### config.mk
export PLATFORM = sky130hd
export DESIGN_NAME = seq_detector_param
export DESIGN_NICKNAME = d
export VERILOG_FILES = /design/src/rtl/seq_detector_param.sv
export SDC_FILE = /design/constraint.sdc
export NUM_CORES = 1
export LEC_CHECK = 0
export ABC_AREA = 1
export ABC_CLOCK_PERIOD_IN_PS = 1200
export BUFFER_PORTS_ARGS = -buffer_cell sky130_fd_sc_hd__buf_2
export CORE_MARGIN = 2
export CORE_UTILIZATION = 38
export CTS_BUF_LIST = sky130_fd_sc_hd__clkbuf_16
export CTS_CLUSTER_DIAMETER = 200
export DETAILED_ROUTE_END_ITERATION = 10
export PLACE_DENSITY = 0.73
export SLEW_MARGIN = 15
export SYNTH_ARGS = -nofsm -noshare
export SYNTH_HDL_FRONTEND = slang
export SYNTH_SLANG_ARGS = --single-unit
### constraint.sdc
create_clock -name clk -period 1.2 [get_ports clk]
set_input_delay 0.24 -clock clk [delete_from_list [all_inputs] [get_ports clk]]
set_output_delay 0.24 -clock clk [all_outputs]
set_load 0.01 [all_outputs]
### src/rtl/seq_detector_param.sv
// Parametrised Mealy sequence detector for a serial bit stream.
// Pattern length is fixed at elaboration. The pattern and overlap mode can be
// reloaded at run time. Matches are counted in a saturating counter.
module seq_detector_param #(
  parameter int unsigned      N           = 4,
  parameter logic [N-1:0]     DEF_PATTERN = 4'b0101,
  parameter bit               DEF_OVERLAP = 1'b1,
  parameter int unsigned      CNT_W       = 8
) (
  input  logic             clk,
  input  logic             reset_n,
  input  logic             clear,
  input  logic             cfg_load,
  input  logic [N-1:0]     cfg_pattern,
  input  logic             cfg_overlap,
  input  logic             d_valid,
  input  logic             d_in,
  output logic             match,
  output logic             match_q,
  output logic [CNT_W-1:0] match_cnt,
  output logic             cnt_sat
);

  localparam int unsigned      FW      = $clog2(N);
  localparam logic [FW-1:0]    FillMax = FW'(N - 1);
  localparam logic [CNT_W-1:0] CntMax  = '1;

  logic [N-2:0]     hist_q, hist_d;
  logic [FW-1:0]    fill_q, fill_d;
  logic [N-1:0]     pattern_q, pattern_d;
  logic             overlap_q, overlap_d;
  logic             match_q_d;
  logic [CNT_W-1:0] cnt_q, cnt_d;
  logic [N-1:0]     window;

  // Match decode and next-state; clear beats cfg_load beats d_valid.
  always_comb begin
    window    = {hist_q, d_in};
    match     = d_valid & ~clear & ~cfg_load & (fill_q == FillMax) & (window == pattern_q);
    hist_d    = hist_q;
    fill_d    = fill_q;
    pattern_d = pattern_q;
    overlap_d = overlap_q;
    cnt_d     = cnt_q;
    match_q_d = match;
    if (clear) begin
      hist_d = '0;
      fill_d = '0;
      cnt_d  = '0;
    end else if (cfg_load) begin
      pattern_d = cfg_pattern;
      overlap_d = cfg_overlap;
      hist_d    = '0;
      fill_d    = '0;
    end else if (d_valid) begin
      if (match && !overlap_q) begin
        // Non-overlapping mode: the next match needs N fresh bits.
        hist_d = '0;
        fill_d = '0;
      end else begin
        hist_d = window[N-2:0];
        fill_d = (fill_q == FillMax) ? FillMax : fill_q + FW'(1);
      end
      if (match && cnt_q != CntMax) begin
        cnt_d = cnt_q + CNT_W'(1);
      end
    end
  end

  // State registers with asynchronous active-low reset.
  always_ff @(posedge clk or negedge reset_n) begin
    if (!reset_n) begin
      hist_q    <= '0;
      fill_q    <= '0;
      pattern_q <= DEF_PATTERN;
      overlap_q <= DEF_OVERLAP;
      match_q   <= 1'b0;
      cnt_q     <= '0;
    end else begin
      hist_q    <= hist_d;
      fill_q    <= fill_d;
      pattern_q <= pattern_d;
      overlap_q <= overlap_d;
      match_q   <= match_q_d;
      cnt_q     <= cnt_d;
    end
  end

  assign match_cnt = cnt_q;
  assign cnt_sat   = (cnt_q == CntMax);

endmodule

Word level (Yosys, flattened, before mapping):

Index checks and enable logic that the tools add are counted.

* $add $sub $neg: 2
* reductions and logical operators: 8
* equality and inequality tests: 5
* mux-type cells: 13
* bitwise operators: 6

Operator list (count)
* $mux W8: 4
* $mux W3: 4
* $mux W2: 5
* $add A8 B1 Y8 const B: 1
* $eq A8 B8 Y1 const B: 1
* $ne A8 B8 Y1 const B: 1
* $and A1 B1 Y1: 4
* $eq A4 B4 Y1: 1
* $reduce_bool A2 Y1: 2
* $reduce_and A3 Y1: 1
* $reduce_bool A3 Y1: 1
* $add A2 B1 Y2 const B: 1
* $eq A2 B2 Y1 const B: 1
* $logic_and A1 B1 Y1: 2
* $ne A2 B2 Y1 const B: 1
* $not A1 Y1: 2
* $reduce_and A2 Y1: 1
* $logic_not A1 Y1: 1

* register bits: 19
* bits of input ports: 11

Logic depth before layout (Yosys ltp):

* depth after elaboration: 10
* mapped depth: 9
* gate-level depth less buffers: 9

Least setup slack after synthesis:

No wires, ideal clock.

* kind: register -> register
* start: register cnt_q[0], in the netlist match_cnt[0]
* end: register cnt_q[3], in the netlist match_cnt[3]
* path buffers: 0
* setup time: 0.117 ns
* period minus slack after synthesis: 1.316 ns
* path slack: -0.116 ns
* stages on the path, launching flop included: 9
* arrival time: 1.199 ns
* cell sequence: dfrtp_1 -> ha_1 -> nand2_1 -> inv_1 -> nand3_2 -> nand3_4 -> nand2_4 -> nand2_1 -> nand2_1

* cells in the longest elaborated chain, start to end: 5
* elaborated cells on any way between the ends: 9

RTL lines
* start: declaration: line 33 `logic [CNT_W-1:0] cnt_q, cnt_d;`
* start signal: assignment: line 85 `cnt_q <= cnt_d;`
* $add A8 B1 Y8: line 65 `cnt_d = cnt_q + CNT_W'(1);`
* $mux W8: line 64 `if (match && cnt_q != CntMax) begin`
* $mux W8: line 55 `end else if (d_valid) begin`
* $mux W8: line 50 `end else if (cfg_load) begin`
* $mux W8: line 46 `if (clear) begin`

Several ways; a longest one is shown, not always the timed one. The select of a mux whose other input is x is not followed.
A chain may end at the register's enable or synchronous reset.

Worst setup path after layout:

* start: register pattern_q[0]
* end: output port match

* cells in the longest elaborated chain, start to end: 2

RTL lines
* start: declaration: line 30 `logic [N-1:0] pattern_q, pattern_d;`
* start signal: assignment: line 82 `pattern_q <= pattern_d;`
* $eq A4 B4 Y1: line 39 `match = d_valid & ~clear & ~cfg_load & (fill_q == FillMax) & (window == pattern_q);`
* $and A1 B1 Y1: line 39
* end: declaration: line 18 `output logic match,`

No other way between the ends.

==> reports/results.ini <==
[status]
status = complete, but fails checks
violations = setup timing

[placement]
hpwl_um = 1922
gp_routability_congestion = 0.8145
placed_area_mm2 = 0.001433
portBuffers = 21
place_ws_ns = -0.1184

[clock_tree]
htreeDepth = 1
path_clk_slew_ns = 0.05
clkSinkCount = 19
clock_latency_ns = 0.25
cts_buffers = 3
clockBufferDepth = 2
cts_tree = yes
root_buffer = clkbuf_16

[final_layout]
areaGrowthSynthToFinish_pct = 54.33
fin_area_mm2 = 0.001695
fill_cells = 254
finalNetCount = 221
drive_above_1_share = 0.4423
diodes = 0

[setup_path]
crit_type = reg -> out
critical-path-top-delay-family = flip-flops
cp_cell_sequence = inv_2 > nand2_2 > nand2_2 > inv_2 > nand3_2 > nor2_4 > buf_6
end_kind = output port
max_stage_delay_ns = 0.53
crit_path_start_kind = flip-flop
rr_endpoint = hist_q[2]
crit_buf_inv = 3
worstPathArrival_ns = 1.31
slowest_stage = dfstp_2
rrSetupSlack_ns = -0.28
r2r_cells = 8
worstPathRequired_ns = 0.96
r2r-start = pattern_q[2]
worstPathMaxFanout = 2

[synth]
yosys_register_bits = 19
synthArstFlopShare = 1.000
synth.distinct_cells = 20
yosys-top-cells-area = dfrtp_1, nand2_1, nand3_1
synth_flop_cell = dfrtp_1
syn_area_mm2 = 0.001099
yosysTopAreaCell = dfrtp_1
synth_most_common_cell = nand2_1
seq_area_frac_synth = 0.4362
syn_inst = 151
synth_common_cells = nand2_1, nand3_1, inv_1, dfrtp_1, nor2_1
yosysTopAreaCellShare = 0.3645
synthesis.nets = 163
synth_edf_count = 0
yosysWarnings = 0
avgSynthCellArea_um2 = 7.275

[floorplan]
die-area_mm2 = 0.003337
die_w_um = 57.77
die_h_um = 57.77
core_area_mm2 = 0.002758
rows = 19
initial_utilization = 0.3984
pin_count = 22

[pwr]
p_sw_uw = 369.7
combPwrFrac = 0.139
seq_power_share = 0.437
p_leak_uw = 0.0008755
swShare = 0.2313
power.density_mw_per_mm2 = 942.8
clkPwrFrac = 0.424
vdd_drop_max_uv = 705.2
power.internal_uw = 1229

[drt]
detail_route.wl_per_cell_um = 12.36
remaining_drc_errors = 0
num_vias = 1185
firstDrtPassIters = 4
drt_iter0_drc = 64
ant_nets = 0
finalWirelength_um = 2953
vias_per_cell = 4.958

[global_route]
overflow = 0
grt_usage = 0.1891
antenna_found_initial = 0
first_global_vias = 1148
grt_pass1_wl_um = 4933
grt_max_degree = 20

[sta]
fin_crit_sh = 1.291
rsz0062_at_grt = yes
tightest_slew_ns = 0.4309
slew_headroom = 0.7127
fmax_mhz = 645.5
hold_viol = 0
finClkSkew_ns = 0.002743
setup_viol = 15
finalMaxSlewViolations = 0
period_needed_ns = 1.549
fin_ws_ns = -0.3491

[hold_path]
hold_path.class = in -> reg
min_path_cells = 3
min_to = pattern_q[2]
hp-start = cfg_pattern[2]

[job]
max_cap_violations = 0

-- worst min-delay path: cells and delay by family --
kind / cells / cell delay, ns
simple gates: 1 / 0.09
compound gates: 1 / 0.04
buf+inv: 1 / 0.10
-- routing by layer --
| layer | vias up | GRT usage | routed length, um |
|---|---|---|---|
| met5 | - | 0 | 0 |
| met1 | 555 | 0.2232 | 1189 |
| met3 | 0 | 0.03125 | 157 |
| met4 | 0 | 0.04651 | 0 |
| met2 | 36 | 0.3539 | 1606 |
| li1 | 594 | - | - |
-- placed cells by master, fill, tap and decap left out, drive strengths merged --
cell         count
nand2           53
buf             52
nand3           23
inv             19
nor2            17
dfrtp           16
a21oi            8
o21ai            4
nor3             3
clkbuf           3
dfstp            3
mux2             2
xnor2            1
nand3b           1
ha               1
clkinv           1
dlygate4sd3      1
-- through the flow --
stage	hold WS (ns)	utilization	power [uW]	setup TNS (ns)	std cells
global route	0.2318	0.6148	1672	-4.694	239
floorplan	-0.05559	-	796.1	-0.4972	151
detailed placement	0.2120	0.5195	886.0	-1.544	224
global placement	0.2031	0.5195	882.1	-1.300	224
finish	0.2202	0.6148	1598	-3.773	239
CTS	0.2202	0.5926	1589	-2.923	236
-- how the worst max path moves through the flow --
stage	from	endpoint	slack [ns]	depth (start not counted)
after floorplan	match_cnt[1]	match_cnt[3]	-0.08	8
after global placement	pattern_q[0]	match	-0.11	7
after detailed placement	pattern_q[0]	match	-0.12	7
after CTS	pattern_q[0]	match	-0.33	7
after global routing	pattern_q[0]	match	-0.41	7
final	pattern_q[0]	match	-0.35	7
-- final cells by class --
type	instances	area (um2)	share of cell area
Clock inverter	1	5.005	0.002952
Timing Repair Buffer	53	377.9	0.2229
Clock buffer	3	75.07	0.04428
Sequential cell	19	480.5	0.2834
Tap cell	31	38.79	0.02288
Multi-Input combinational cell	113	646.9	0.3815
Inverter	19	71.32	0.04207
-- state kept, by name (all words and copies together), names as in the netlist --
signal     flops
pattern_q      4
hist_q         3
match_q        1
overlap_q      1
match_cnt      8
fill_q         2
-- logic make-up (layout without fill, tap and decap cells) --
logic type	Yosys count	after routing	synth area share
AND/OR/NAND/NOR	96	97	0.4009
buffers and inverters	20	76	0.06833
flip-flops	19	19	0.4362
AO/OA/AOI/OAI	12	12	0.05467
multiplexers	2	2	0.02050
adder cells (fa/ha/maj)	1	1	0.01139
XOR/XNOR	1	1	0.007974
-- power by group through the flow --
stage | clock [uW] | combinational, uW | sequential (uW)
after floorplan | 0 | 94.2 | 702
after global placement | 0 | 177 | 705
after detailed placement | 0 | 181 | 705
after CTS | 694 | 201 | 694
after global routing | 725 | 245 | 701
final | 678 | 223 | 698
-- what timing repair did --
item / 4_1_cts / 5_1_grt
pin swaps: 7 / 3
hold buffers: 1 / 0
endpoints found under the setup margin: 16 / 18
resized for setup: 12 / 13
buffers inserted: 6 / 3
endpoints found under the hold margin: 16 / 0
cloned: 1 / 0
Note: power is estimated with default switching activity, not from simulation.
